<file path="config.mk">
export PLATFORM = sky130hd
export DESIGN_NAME = id_ex_stage
export DESIGN_NICKNAME = d
export VERILOG_FILES = /design/src/rtl/id_ex_stage_pkg.sv /design/src/rtl/id_ex_stage_hazard_detect.sv /design/src/rtl/id_ex_stage.sv
export SDC_FILE = /design/constraint.sdc
export NUM_CORES = 1
export LEC_CHECK = 0
export BUFFER_PORTS_ARGS = -buffer_cell sky130_fd_sc_hd__buf_2
export CAP_MARGIN = 20
export CORE_MARGIN = 10
export CORE_UTILIZATION = 43
export CTS_CLUSTER_DIAMETER = 40
export DETAILED_ROUTE_END_ITERATION = 12
export PLACE_DENSITY = 0.85
export SYNTH_ARGS = -nofsm -noshare
export SYNTH_HDL_FRONTEND = slang
export SYNTH_SLANG_ARGS = --single-unit
</file>
<file path="constraint.sdc">
create_clock -name clk -period 7.12 [get_ports clk]
set_input_delay 0.356 -clock clk [delete_from_list [all_inputs] [get_ports clk]]
set_output_delay 0.356 -clock clk [all_outputs]
set_load 0.02 [all_outputs]
</file>
<file path="src/rtl/id_ex_stage_pkg.sv">
// -----------------------------------------------------------------------------
// id_ex_stage_pkg
// Shared pipeline definitions for the decode/execute boundary:
//   - MIPS opcode constants for the supported instruction subset
//   - ALUop encodings produced by the main control unit
//   - ID/EX FSM state encoding
//   - packed EX-stage control bundle and the bubble value
//   - uses_rt(): whether an instruction reads rt as a source operand
// -----------------------------------------------------------------------------
package id_ex_stage_pkg;

    localparam logic [5:0] OP_RTYPE = 6'b000000;
    localparam logic [5:0] OP_LW    = 6'b100011;
    localparam logic [5:0] OP_SW    = 6'b101011;
    localparam logic [5:0] OP_BEQ   = 6'b000100;

    localparam logic [1:0] ALUOP_ADD   = 2'b00;
    localparam logic [1:0] ALUOP_SUB   = 2'b01;
    localparam logic [1:0] ALUOP_FUNCT = 2'b10;

    typedef enum logic {
        ST_RUN   = 1'b0,
        ST_STALL = 1'b1
    } state_e;

    typedef struct packed {
        logic       branch;
        logic       memread;
        logic       memtoreg;
        logic       memwrite;
        logic       alusrc;
        logic       regwrite;
        logic [1:0] aluop;
    } ex_ctrl_t;

    localparam ex_ctrl_t CTRL_BUBBLE = '0;

    // rt is a true source when the ALU takes it as operand B (alusrc=0),
    // or when a store needs it as the write data (memwrite=1).
    function automatic logic uses_rt(input logic alusrc, input logic memwrite);
        return ~alusrc | memwrite;
    endfunction

endpackage

</file>
<file path="src/rtl/id_ex_stage_hazard_detect.sv">
// -----------------------------------------------------------------------------
// hazard_detect
// Purely combinational load-use hazard detector.
// Ports:
//   ex_memread_i  : instruction in EX is a load
//   ex_rt_i       : load destination register in EX
//   id_rs_i/rt_i  : source specifiers of the instruction in ID
//   id_alusrc_i   : ID instruction takes the immediate as ALU operand B
//   id_memwrite_i : ID instruction is a store (reads rt as data)
//   id_valid_i    : ID slot holds a legal instruction
//   run_i         : ID/EX FSM is in RUN (hazard is masked while stalled)
//   hazard_o      : load-use hazard present this cycle
// -----------------------------------------------------------------------------
module hazard_detect
    import id_ex_stage_pkg::*;
#(
    parameter int REG_W = 5
) (
    input  logic             ex_memread_i,
    input  logic [REG_W-1:0] ex_rt_i,
    input  logic [REG_W-1:0] id_rs_i,
    input  logic [REG_W-1:0] id_rt_i,
    input  logic             id_alusrc_i,
    input  logic             id_memwrite_i,
    input  logic             id_valid_i,
    input  logic             run_i,
    output logic             hazard_o
);

    logic rs_match;
    logic rt_match;

    always_comb begin
        rs_match = (ex_rt_i == id_rs_i);
        rt_match = (ex_rt_i == id_rt_i) & uses_rt(id_alusrc_i, id_memwrite_i);
        // A load into $zero never produces a dependency.
        hazard_o = ex_memread_i & (ex_rt_i != '0) & (rs_match | rt_match)
                 & id_valid_i & run_i;
    end

endmodule

</file>
<file path="src/rtl/id_ex_stage.sv">
// -----------------------------------------------------------------------------
// id_ex_stage
// ID/EX pipeline register with load-use stall control and event counters.
// Ports:
//   clk, rst            : clock, asynchronous active-high reset
//   id_*                : decode-stage control, fields and operands
//   flush               : branch taken, squash the decode slot
//   ex_*                : registered control/operands for EX
//   pc_write/ifid_write : PC and IF/ID may advance (low on a load-use hazard)
//   stalled             : FSM is in its single stall cycle
//   stall_count         : saturating count of stall entries
//   flush_count         : saturating count of flush edges
// -----------------------------------------------------------------------------
module id_ex_stage
    import id_ex_stage_pkg::*;
#(
    parameter int DATA_W = 32,
    parameter int REG_W  = 5,
    parameter int CNT_W  = 16
) (
    input  logic              clk,
    input  logic              rst,
    input  logic              id_valid,
    input  logic              id_regdst,
    input  logic              id_branch,
    input  logic              id_memread,
    input  logic              id_memtoreg,
    input  logic              id_memwrite,
    input  logic              id_alusrc,
    input  logic              id_regwrite,
    input  logic [1:0]        id_aluop,
    input  logic [REG_W-1:0]  id_rs,
    input  logic [REG_W-1:0]  id_rt,
    input  logic [REG_W-1:0]  id_rd,
    input  logic [DATA_W-1:0] id_rdata1,
    input  logic [DATA_W-1:0] id_rdata2,
    input  logic [DATA_W-1:0] id_imm,
    input  logic [DATA_W-1:0] id_pc4,
    input  logic              flush,
    output logic              ex_branch,
    output logic              ex_memread,
    output logic              ex_memtoreg,
    output logic              ex_memwrite,
    output logic              ex_alusrc,
    output logic              ex_regwrite,
    output logic [1:0]        ex_aluop,
    output logic              ex_valid,
    output logic [REG_W-1:0]  ex_rs,
    output logic [REG_W-1:0]  ex_rt,
    output logic [REG_W-1:0]  ex_dest,
    output logic [DATA_W-1:0] ex_rdata1,
    output logic [DATA_W-1:0] ex_rdata2,
    output logic [DATA_W-1:0] ex_imm,
    output logic [DATA_W-1:0] ex_pc4,
    output logic              pc_write,
    output logic              ifid_write,
    output logic              stalled,
    output logic [CNT_W-1:0]  stall_count,
    output logic [CNT_W-1:0]  flush_count
);

    localparam logic [CNT_W-1:0] CNT_ONE = CNT_W'(1);

    state_e              state_q, state_d;
    ex_ctrl_t            ctrl_q, ctrl_d;
    logic                valid_q, valid_d;
    logic [REG_W-1:0]    dest_q, dest_d;
    logic [REG_W-1:0]    rs_q, rt_q;
    logic [DATA_W-1:0]   rdata1_q, rdata2_q, imm_q, pc4_q;
    logic [CNT_W-1:0]    stall_cnt_q, stall_cnt_d;
    logic [CNT_W-1:0]    flush_cnt_q, flush_cnt_d;

    logic hazard;
    logic bubble;
    logic stall_enter;

    hazard_detect #(
        .REG_W (REG_W)
    ) u_hazard_detect (
        .ex_memread_i  (ctrl_q.memread),
        .ex_rt_i       (rt_q),
        .id_rs_i       (id_rs),
        .id_rt_i       (id_rt),
        .id_alusrc_i   (id_alusrc),
        .id_memwrite_i (id_memwrite),
        .id_valid_i    (id_valid),
        .run_i         (state_q == ST_RUN),
        .hazard_o      (hazard)
    );

    always_comb begin
        bubble      = flush | hazard | ~id_valid;
        // Flush wins over a coincident hazard: the squashed instruction
        // no longer needs to wait for the load.
        stall_enter = hazard & ~flush;

        ctrl_d  = CTRL_BUBBLE;
        valid_d = 1'b0;
        dest_d  = '0;
        if (!bubble) begin
            ctrl_d.branch   = id_branch;
            ctrl_d.memread  = id_memread;
            ctrl_d.memtoreg = id_memtoreg;
            ctrl_d.memwrite = id_memwrite;
            ctrl_d.alusrc   = id_alusrc;
            ctrl_d.regwrite = id_regwrite;
            ctrl_d.aluop    = id_aluop;
            valid_d         = 1'b1;
            // Zeroing the destination of non-writing instructions hides the
            // don't-care RegDst of sw/beq from downstream forwarding.
            if (id_regwrite) begin
                dest_d = id_regdst ? id_rd : id_rt;
            end
        end

        // Hazard is masked in STALL, so STALL always returns to RUN.
        state_d = stall_enter ? ST_STALL : ST_RUN;

        stall_cnt_d = stall_cnt_q;
        if (stall_enter && (stall_cnt_q != '1)) begin
            stall_cnt_d = stall_cnt_q + CNT_ONE;
        end

        flush_cnt_d = flush_cnt_q;
        if (flush && (flush_cnt_q != '1)) begin
            flush_cnt_d = flush_cnt_q + CNT_ONE;
        end
    end

    always_ff @(posedge clk or posedge rst) begin
        if (rst) begin
            state_q     <= ST_RUN;
            ctrl_q      <= CTRL_BUBBLE;
            valid_q     <= 1'b0;
            dest_q      <= '0;
            rs_q        <= '0;
            rt_q        <= '0;
            rdata1_q    <= '0;
            rdata2_q    <= '0;
            imm_q       <= '0;
            pc4_q       <= '0;
            stall_cnt_q <= '0;
            flush_cnt_q <= '0;
        end else begin
            state_q     <= state_d;
            ctrl_q      <= ctrl_d;
            valid_q     <= valid_d;
            dest_q      <= dest_d;
            // Operand fields are captured even for bubbles.
            rs_q        <= id_rs;
            rt_q        <= id_rt;
            rdata1_q    <= id_rdata1;
            rdata2_q    <= id_rdata2;
            imm_q       <= id_imm;
            pc4_q       <= id_pc4;
            stall_cnt_q <= stall_cnt_d;
            flush_cnt_q <= flush_cnt_d;
        end
    end

    assign ex_branch   = ctrl_q.branch;
    assign ex_memread  = ctrl_q.memread;
    assign ex_memtoreg = ctrl_q.memtoreg;
    assign ex_memwrite = ctrl_q.memwrite;
    assign ex_alusrc   = ctrl_q.alusrc;
    assign ex_regwrite = ctrl_q.regwrite;
    assign ex_aluop    = ctrl_q.aluop;
    assign ex_valid    = valid_q;
    assign ex_rs       = rs_q;
    assign ex_rt       = rt_q;
    assign ex_dest     = dest_q;
    assign ex_rdata1   = rdata1_q;
    assign ex_rdata2   = rdata2_q;
    assign ex_imm      = imm_q;
    assign ex_pc4      = pc4_q;

    assign pc_write    = ~hazard;
    assign ifid_write  = ~hazard;
    assign stalled     = (state_q == ST_STALL);
    assign stall_count = stall_cnt_q;
    assign flush_count = flush_cnt_q;

endmodule

</file>
==> results of run 1 <==
[worst max-delay path: stages (launching register included)]
cell and delay (ns):
dfrtp_1 0.46, xnor2_1 0.19, nand4_1 0.18, o22ai_4 0.53, nand3_1 0.18, buf_2 0.20
[power breakdown]
group	total [mW]	switching [mW]	internal, mW	leakage [nW]
sequential	1.15	0.0411	1.11	2.24
clock	0.927	0.396	0.531	0.286
combinational	0.278	0.178	0.101	1.81
total	2.36	0.615	1.75	4.34
[metal layers]
metal / global-route usage / part of all wire / up-vias
li1: - / - / 1872
met1: 0.198 / 0.32 / 2047
met2: 0.363 / 0.54 / 194
met3: 0.0979 / 0.11 / 31
met4: 0.0957 / 0.028 / 0
met5: 0 / 0 / -
[through the flow]
| step | std cells | instance area (um2) | setup WS [ns] |
|---|---|---|---|
| after floorplan | 347 | 5740 | 1.74 |
| after global placement | 860 | 7650 | 4.84 |
| after detailed placement | 860 | 7650 | 4.78 |
| after CTS | 891 | 8240 | 4.59 |
| after global routing | 897 | 8250 | 4.47 |
| final | 897 | 8250 | 4.60 |
[cell families (layout without fill, tap and decap cells)]
family                     Yosys count  in the layout
AOI/OAI and AO/OA                   11             11
and+or+nand+nor                     94             94
other                                0              6
muxes                                8              8
adders and majority gates            2              2
buffers and inverters               12            380
DFF                                185            185
xor gates and xnor gates            35             35
[area by class of cell]
type	instances	area [um2]	share of cell area
sequential	185	4630	0.561
timing repair buffer	343	1720	0.208
multi-input combinational	150	1050	0.128
clock buffer	19	443	0.0537
tap	176	220	0.0267
clock inverter	12	141	0.0171
inverter	6	30.0	0.00364
antenna	6	15.0	0.00182
[cells in the final DEF, fill, tap and decap left out, drive strengths merged, types with 2 or more instances in the layout]
cell type  count
a21oi          3
a31oi          4
and2           9
and3           8
and4           3
buf          343
bufinv         2
clkbuf        19
clkinv         5
dfrtp        185
diode          6
ha             2
inv           10
mux2           3
mux2i          5
nand2         13
nand2b         2
nand3         12
nand4         15
nor2          16
nor2b          2
nor3           6
nor4           3
o21ai          2
or4            2
xnor2         28
xor2           7
[registers in the layout (all words and copies together), names as in the netlist, 2 cells and up]
signal and cells:
ex_aluop 2, ex_dest 5, ex_imm 32, ex_pc4 32, ex_rdata1 32, ex_rdata2 32
ex_rs 5, ex_rt 5, flush_count 16, stall_count 16
[path summary, 6_finish.rpt]
| path | end |
|---|---|
| hold / removal | ex_pc4[3]$_DFF_PP0_ |
| setup reg to reg | stall_count[1]$_DFFE_PP0P_ |
| min in group asynchronous | flush_count[15]$_DFFE_PP0P_ |
| setup / recovery | pc_write |
| max in group asynchronous | ex_rs[3]$_DFF_PP0_ |
| hold reg to reg | flush_count[13]$_DFFE_PP0P_ |
==> results.md, run 1 <==
* Area Growth Syn to Fin at 43.7%
* Max Buffers Root-to-Sink at 2
* Vias post-DR at 4144
* Initial Util at 0.437
* Clk slew on worst S/H paths at ~0.07 ns
* Leakage power at 4.34 nW
* VDD IR max at between 0.15 and 0.2 mV
* R2R Setup Slk at around 4.8 ns
* Skew final at around 0.0067 ns
* Final critical-path share of the clock period at 0.353
* Util after Layout at 0.628
* RSZ-0062 raised after global routing: false
* R2r startpoint: stall_count[0]$_DFFE_PP0P_
* Setup CP Type: reg2out
* Die Y at 136 um
* Worst EP arrival at roughly 2.2 ns
* Drt wl/cell at approximately 22 um
* Distinct cell type count after synthesis at 37
* Resize count post-CTS at 0
* Worst reg2reg path depth at 6
* CP endpoint kind: output pin
* Req. time, crit path at between 6 and 7 ns
* Hold Crit Start: id_pc4[3]
* Initial DRC Count at around 190
* Fmax at just under 0.4 GHz
* Share of the synthesized area in the top cell type at 0.806
* XOR/XNOR share of the synthesized area at 0.0534
* Syn. warnings at 0
* Avg Synthesized Cell Area at between 15 and 20 um2
* Sum Neg Setup Slack at 0 ns
* Largest family of logic cells by synthesized area: simple AND/OR/NAND/NOR gates
* Quantity of hold-fixing buffers added after cts at 0
* # Max-Cap Violations at 0
* Clk sink count at 185
* Register area share after synthesis at 0.806
* Startpoint Class: flop
* Async SR Flop Fraction at 1.00
* Synthesized Nets at between 500 and 600
* Hold WS at ~0.036 ns
* Mapped Cells at roughly 350
* Final HPWL DP at 15.9 mm
* Vias in the first global route at 4551
* IO Count at roughly 340
* Post-synthesis register bit count at 185
* Hold Path Cell Cnt at 1
* Post-Synth Adder-Cell Area at 0.00436
* Share of layout cells above drive strength 1 at 0.543
* Endpoints failing setup at 0
* Filler Cells Inserted at 1021
* GRT Overall Usage at 0.206
* Slew headroom at 0.400
* Nets at ~860
* Largest net degree at the start of global routing at 142
* Router iterations before antenna repair at 4
* Initial antenna violation count at 6
* Final hold viol count at 0
* GP Congestion at 0.860
* CTS H-tree lvls at 4
* TritonCTS clock tree: built
* Power consumption at between 2 and 2.5 mW
* Worst-Margin Slew at ~0.9 ns
* Multiplexer area fraction after synthesis at 0.0146
* Synth Area in Compound Gates at 0.0174
* # rows at 42
* Commonest cells post-synth: dfrtp_1, xnor2_1, nor2_1, nand2_1, nand4_1
* CP max FO at 19
* Area share of and/or/nand/nor cells after synthesis at 0.0937
* Average vias per placed instance at about 4.6
* Dominant synthesized flop cell: dfrtp_1
* Area leader, netlist: dfrtp_1
* Clk root buf: clkbuf_16
* Status: complete, no violations
* Post-synth EDFFs at 0
* Grt ovf at 0
* Top post-synthesis cells by area: dfrtp_1, xnor2_1, nand4_1, xor2_1, nor2_1
* Setup Fix Bufs, Post-CTS at 0
* CTS buffer count at 17
* First-pass GRT wire length at roughly 28 mm
* Port Buffers at between 300 and 400
* Most frequent cell after synthesis: dfrtp_1
* Clock Latency Late Sink at around 0.42 ns
* Post-Syn Area at 5740 um2
* Power per Cell Area at approximately 290 nW/um2
* Core region area at between 10000 and 15000 um2
* Worst Hold Class: in2reg
* Post-layout min period at ~2.5 ns
* DRC Markers at 0
* Horiz. Die Dim at roughly 140 um
* Die area at about 18000 um2
* Crit path from: ex_rt[0]$_DFF_PP0_
* Routed WL at slightly below 20 mm
* Slew Viols, Final at 0
* Post-DRT Antenna Nets at 0
Note: power is estimated with default switching activity, not from simulation.
==> inputs of run 2 (changes only) <==
==> constraint.sdc (replaced) <==
create_clock -name clk -period 2.53 [get_ports clk]
set_input_delay 0.1265 -clock clk [delete_from_list [all_inputs] [get_ports clk]]
set_output_delay 0.1265 -clock clk [all_outputs]
set_load 0.02 [all_outputs]
==> run 2 against run 1 <==
  * Largest cell class unchanged
  * Worst setup slack got worse by 4.4 ns
  * Via count rose by 23%
  * Core utilization up 12 points
  * Register-to-register slack worse by 4.2 ns
  * Largest power group unchanged
  * Combinational power grew to 3.7 times the previous value
  * Flip-flop and latch count stayed put
  * Clock-buffer cell count grew 2
  * First-iteration DRC count is 39% higher
==> results.md, run 2 (same netlist as run 1, synthesis figures left out) <==
* Status: complete, no violations (unchanged)
* IO Count at 343 (unchanged)
* FF-to-FF End: stall_count[1]$_DFFE_PP0P_ (unchanged)
* Leakage power at 5.00 nW (was 4.34 nW)
* Slew headroom at 0.483 (was 0.400)
* Commonest non-fill, non-tap cell in the layout: buf_2 (unchanged)
* GP Congestion at 0.888 (was 0.860)
* Drt wl/cell at 23.9 um (was 21.9 um)
* Die area at 18400 um2 (unchanged)
* Clk slew on worst S/H paths at 0.07 ns (about the same)
* Die Y at 136 um (unchanged)
* Worst reg2reg path depth at 5 (was 6)
* R2r startpoint: ex_rt[0]$_DFF_PP0_ (was stall_count[0]$_DFFE_PP0P_)
* Worst EP arrival at 2.18 ns (was 2.16 ns)
* # rows at 42 (unchanged)
* Setup Fix Bufs, Post-CTS at 0 (unchanged)
* Setup ws final at 0.220 ns (was 4.60 ns)
* Horiz. Die Dim at 136 um (unchanged)
* Routed WL at 25.3 mm (was 19.6 mm)
* First-pass GRT wire length at 36.9 mm (was 27.8 mm)
* Fmax at between 0.4 and 0.5 GHz
* Worst Hold Class: in2reg (unchanged)
* CTS buffer count at 17 (unchanged)
* Initial antenna violation count at 5 (was 6)
* Hold path endpoint: ex_dest[4]$_DFF_PP0_ (was ex_pc4[3]$_DFF_PP0_)
* # Max-Cap Violations at 0 (unchanged)
* Max Buffers Root-to-Sink at 2 (unchanged)
* Core region area at 13100 um2 (unchanged)
* CP endpoint kind: output pin (unchanged)
* Commonest cells after routing, fill and taps aside: buf_2, dfrtp_1, dlygate4sd3_1, xnor2_1, clkbuf_16 (was buf_2, dfrtp_1, xnor2_1, clkbuf_16, nor2_1)
* Gr busiest metal: met2 (unchanged)
* Power per Cell Area at 699 nW/um2 (was 286 nW/um2)
* Average vias per placed instance at 4.80 (was 4.62)
* Initial DRC Count at 266 (was 192)
* Port Buffers at 342 (unchanged)
* Clk root buf: clkbuf_16 (unchanged)
* Pre-CTS setup slack at 0.586 ns (was 4.78 ns)
* Final hold viol count at 0 (unchanged)
* Skew final at 0.0139 ns (was 0.00669 ns)
* RSZ-0062 raised after global routing: false (unchanged)
* Nets at 1020 (was 861)
* Sum Neg Setup Slack at 0 ns (unchanged)
* R2R Setup Slk at 0.53 ns (was 4.75 ns)
* Initial Util at 0.437 (unchanged)
* Worst-Margin Slew at 0.774 ns (was 0.899 ns)
* Met1 usage at 0.265 (was 0.198)
* DRC Markers at 0 (unchanged)
* Global-route met3 utilization at 0.114 (was 0.0979)
* Post-layout min period at about 2.3 ns
* Vias post-DR at 5081 (was 4144)
* CP max FO at 19 (unchanged)
* Power consumption at 6.87 mW (was 2.36 mW)
* Req. time, crit path at 2.40 ns (was 6.76 ns)
* Slew Viols, Final at 0 (unchanged)
* Largest net degree at the start of global routing at 61 (was 142)
* Hold Path Cell Cnt at 3 (was 1)
* Clk sink count at 185 (unchanged)
* TritonCTS clock tree: built (unchanged)
* Area Growth Syn to Fin at 71.1% (was 43.7%)
* Hold Crit Start: id_regdst (was id_pc4[3])
* Endpoints failing setup at 0 (unchanged)
* Hold WS at 0.0757 ns (was 0.0362 ns)
* Quantity of hold-fixing buffers added after cts at 151 (was 0)
* Util after Layout at 0.748 (was 0.628)
* CTS H-tree lvls at 4 (unchanged)
* Vias in the first global route at 5827 (was 4551)
* VDD IR max at 0.512 mV (was 0.166 mV)
* Grt ovf at 0 (unchanged)
* GRT Overall Usage at 0.274 (was 0.206)
* Resize count post-CTS at 0 (unchanged)
* Router iterations before antenna repair at 4 (unchanged)
* Share of layout cells above drive strength 1 at 0.451 (was 0.543)
* Clock Latency Late Sink at 0.42 ns (about the same)
* Post-DRT Antenna Nets at 0 (unchanged)
* Grt met2 use at 0.484 (was 0.363)
* Final critical-path share of the clock period at 0.913
* Setup CP Type: reg2out (unchanged)
* Final HPWL DP at 16.0 mm (was 15.9 mm)
* Startpoint Class: flop (unchanged)
==> run 2: cell count changes in the layout (fill, tap and decap cells not counted), sizes merged <==
cell | before | now
dlygate4sd3 | 0 | 151
buf | 343 | 351
clkbuf | 19 | 21
clkinvlp | 1 | 3
inv | 10 | 8
bufinv | 2 | 1
diode | 6 | 7
==> run 2: cell type report <==
cell class / instances / area [um2]
Timing Repair Buffer: 502 / 3320
Fill cell: 815 / 3310
Clock inverter: 11 / 114
Clock buffer: 21 / 450
Multi-Input combinational cell: 150 / 1050
Inverter: 6 / 26.3
Sequential cell: 185 / 4630
Antenna cell: 7 / 17.5
Tap cell: 176 / 220
==> run 2: worst max path at each step <==
| stage | start | end | slack, ns | depth (start not counted) |
|---|---|---|---|---|
| floorplan | rst | ex_aluop[0]$_DFF_PP0_ | 0.02 | 1 |
| global placement | ex_rt[0]$_DFF_PP0_ | stall_count[1]$_DFFE_PP0P_ | 0.63 | 5 |
| detailed placement | ex_rt[0]$_DFF_PP0_ | stall_count[1]$_DFFE_PP0P_ | 0.59 | 5 |
| CTS | ex_rt[0]$_DFF_PP0_ | ifid_write | 0.20 | 5 |
| global route | ex_rt[3]$_DFF_PP0_ | pc_write | 0.08 | 5 |
| finish | ex_rt[0]$_DFF_PP0_ | pc_write | 0.22 | 5 |
==> run 2: metrics by stage <==
| stage | cells | area [um2] |
|---|---|---|
| floorplan | 347 | 5750 |
| global placement | 868 | 7730 |
| detailed placement | 868 | 7730 |
| CTS | 1051 | 9810 |
| global route | 1056 | 9820 |
| finish | 1058 | 9830 |
==> run 2: routing by layer <==
layer	vias up	wire (um)	part of all wire
li1	2192	-	-
met1	2519	8160	0.32
met2	288	13700	0.54
met3	82	2320	0.092
met4	0	1130	0.044
met5	-	0	0
==> run 2: report_power, final <==
group          internal (mW)  switching [mW]  total, mW
registers               3.13           0.126       3.26
clock network           1.40            1.18       2.58
logic                  0.448           0.581       1.03
total                   4.98            1.88       6.87
==> run 2: critical path, stage by stage, from the launching register on <==
cell and delay (ns):
dfrtp_1 0.46, xnor2_1 0.20, nand4_1 0.20, o22ai_4 0.53, nand3_1 0.17, buf_2 0.20
==> inputs of run 3 (changes only) <==
--- a/config.mk
+++ b/config.mk
@@ -11,6 +11,7 @@
 export CORE_UTILIZATION = 43
 export CTS_CLUSTER_DIAMETER = 40
 export DETAILED_ROUTE_END_ITERATION = 12
+export HOLD_SLACK_MARGIN = 0.08
 export PLACE_DENSITY = 0.85
 export SYNTH_ARGS = -nofsm -noshare
 export SYNTH_HDL_FRONTEND = slang
==> run 3 against run 2 <==
  * Worst hold slack better by 0.054 ns
  * Maximum frequency is 3.1% lower
  * Largest cell class unchanged
  * Global-route usage is 0.49 points higher
  * Total power is 0.40% higher
  * Sequential share of layout area is 0.29 points lower
  * Non-clock buffer count is 6 higher
  * First-iteration DRC count is 1.5% higher
  * Worst setup slack worse by 0.074 ns
  * Sequential power hardly changed
  * Via count is 2.0% higher
==> results.md, run 3 (same netlist as run 1, synthesis figures left out) <==
* Status: complete, no violations (unchanged)
* Final HPWL DP at 16.0 mm (unchanged)
* Max Buffers Root-to-Sink at 2 (unchanged)
* Setup ws final at 0.146 ns (was 0.220 ns)
* IO Count at 343 (unchanged)
* Grt ovf at 0 (unchanged)
* Post-DRT Antenna Nets at 0 (unchanged)
* Horiz. Die Dim at 136 um (unchanged)
* DRC Markers at 0 (unchanged)
* R2R Setup Slk at 0.46 ns (was 0.53 ns)
* Startpoint Class: flop (unchanged)
* Vias in the first global route at 5901 (was 5827)
* VDD IR max at 0.515 mV (was 0.512 mV)
* Final hold viol count at 0 (unchanged)
* Largest delay contributor family on the critical path: compound AO/OA/AOI/OAI gates (unchanged)
* CP endpoint kind: output pin (unchanged)
* CTS H-tree lvls at 4 (unchanged)
* Resize count post-CTS at 0 (unchanged)
* Slew headroom at 0.486 (was 0.483)
* Average vias per placed instance at 4.87 (was 4.80)
* Critical path depth at 5 (unchanged)
* Hold Crit Start: id_valid (was id_regdst)
* Largest net degree at the start of global routing at 61 (unchanged)
* Non-Filler Instances at 1064 (was 1058)
* Die area at 18400 um2 (unchanged)
* Nets at 1026 (was 1020)
* CP Buf/Inv Count at 1 (unchanged)
* Area Growth Syn to Fin at 72.2% (was 71.1%)
* Share of layout cells above drive strength 1 at 0.448 (was 0.451)
* Initial Util at 0.437 (unchanged)
* Hold Path Cell Cnt at 3 (unchanged)
* Leakage power at 5.02 nW (was 5.00 nW)
* Drt wl/cell at 24.3 um (was 23.9 um)
* Skew final at 0.0235 ns (was 0.0139 ns)
* Initial antenna violation count at 5 (unchanged)
* Fmax at 0.420 GHz (was 0.433 GHz)
* Number of cells after detailed placement at 868 (unchanged)
* GP Congestion at 0.888 (unchanged)
* Vias post-DR at 5182 (was 5081)
* GRT Overall Usage at 0.278 (was 0.274)
* Clock Latency Late Sink at 0.43 ns (was 0.42 ns)
* Final instance area at 9890 um2 (was 9830 um2)
* R2r startpoint: ex_rt[0]$_DFF_PP0_ (unchanged)
* RSZ-0062 raised after global routing: false (unchanged)
* Power per Cell Area at 697 nW/um2 (was 699 nW/um2)
* Initial DRC Count at 270 (was 266)
* Max stage delay on crit path at 0.54 ns (was 0.53 ns)
* Setup CP Type: reg2out (unchanged)
* First-pass GRT wire length at 37.5 mm (was 36.9 mm)
* Worst Hold Class: in2reg (unchanged)
* FF-to-FF End: stall_count[1]$_DFFE_PP0P_ (unchanged)
* CTS buffer count at 17 (unchanged)
* Area after DPL at 7730 um2 (unchanged)
* Router iterations before antenna repair at 4 (unchanged)
* Clk root buf: clkbuf_16 (unchanged)
* Filler Cells Inserted at 810 (was 815)
* Core region area at 13100 um2 (unchanged)
* Clk slew on worst S/H paths at 0.07 ns (about the same)
* Slew Viols, Final at 0 (unchanged)
* Worst reg2reg path depth at 5 (unchanged)
* Endpoints failing setup at 0 (unchanged)
* Port Buffers at 342 (unchanged)
* Commonest cells after routing, fill and taps aside: buf_2, dfrtp_1, dlygate4sd3_1, xnor2_1, clkbuf_16 (unchanged)
* CP max FO at 19 (unchanged)
* Req. time, crit path at 2.40 ns (about the same)
* # Max-Cap Violations at 0 (unchanged)
* Final critical-path share of the clock period at 0.942 (was 0.913)
* Worst-Margin Slew at 0.770 ns (was 0.774 ns)
* Pre-CTS setup slack at 0.586 ns (unchanged)
* Clk sink count at 185 (unchanged)
* Worst-path cell chain: xnor2_1 -> nand4_1 -> o22ai_4 -> nand3_1 -> buf_2 (unchanged)
* # rows at 42 (unchanged)
* Worst EP arrival at 2.26 ns (was 2.18 ns)
* Post-layout min period at 2.38 ns (was 2.31 ns)
* TritonCTS clock tree: built (unchanged)
* Routed WL at 25.9 mm (was 25.3 mm)
* Worst path slowest cell: o22ai_4 (unchanged)
* Sum Neg Setup Slack at 0 ns (unchanged)
* Die Y at 136 um (unchanged)
* Hold path endpoint: ex_valid$_DFF_PP0_ (was ex_dest[4]$_DFF_PP0_)
* Commonest non-fill, non-tap cell in the layout: buf_2 (unchanged)
==> run 3: cell types whose count changed in the layout (fill, tap and decap cells not counted) <==
cell	delta
dlygate4sd3_1	+6
==> run 3: final cells by class <==
type                       instances  area, um2  share of cell area
antenna                            7       17.5             0.00177
clock buffer                      21        450              0.0456
clock inverter                    11        114              0.0115
inverter                           6       26.3             0.00266
multi-input combinational        150       1050               0.107
sequential                       185       4630               0.468
tap                              176        220              0.0223
timing repair buffer             508       3380               0.341
==> run 3: worst reg2reg max path, cell delays in order (launching register included) <==
cell     delay (ns)
dfrtp_1        0.46
xnor2_1        0.23
nand4_1        0.22
o22ai_4        0.54
nand2_1        0.19
mux2_2         0.32
==> run 3: timing repair <==
item,4_1_cts,5_1_grt
hold endpoints to repair,178,0
hold buffers,157,0
setup buffers,0,0
==> run 3: worst max path at each step <==
stage                     slack, ns                from                    endpoint
after floorplan                0.02                 rst       ex_aluop[0]$_DFF_PP0_
after global placement         0.63  ex_rt[0]$_DFF_PP0_  stall_count[1]$_DFFE_PP0P_
after detailed placement       0.59  ex_rt[0]$_DFF_PP0_  stall_count[1]$_DFFE_PP0P_
after CTS                      0.20  ex_rt[0]$_DFF_PP0_                  ifid_write
after global routing           0.02  ex_rt[0]$_DFF_PP0_                  ifid_write
final                          0.15  ex_rt[0]$_DFF_PP0_                  ifid_write
==> run 3: metal layers <==
metal / share of wire / vias to the layer above / global-route usage
met5: 0 / - / 0
met1: 0.32 / 2589 / 0.266
li1: - / 2208 / -
met2: 0.55 / 309 / 0.493
met4: 0.042 / 0 / 0.151
met3: 0.095 / 76 / 0.118
==> run 3: where the power goes <==
part	total (mW)	leakage (nW)	switching [mW]	internal, mW
clock network	2.59	0.270	1.19	1.40
registers	3.26	2.24	0.127	3.13
logic	1.04	2.51	0.586	0.457
total	6.90	5.02	1.90	4.99
==> run 3: through the flow <==
| stage | total power, mW | util | hold slack (ns) |
|---|---|---|---|
| 2_1_floorplan | 3.70 | - | 0.158 |
| 3_3_place_gp | 4.08 | 0.589 | 0.234 |
| 3_5_place_dp | 4.11 | 0.589 | 0.236 |
| 4_1_cts | 6.83 | 0.751 | 0.0818 |
| 5_1_grt | 7.14 | 0.752 | 0.121 |
| 6_report | 6.90 | 0.753 | 0.129 |
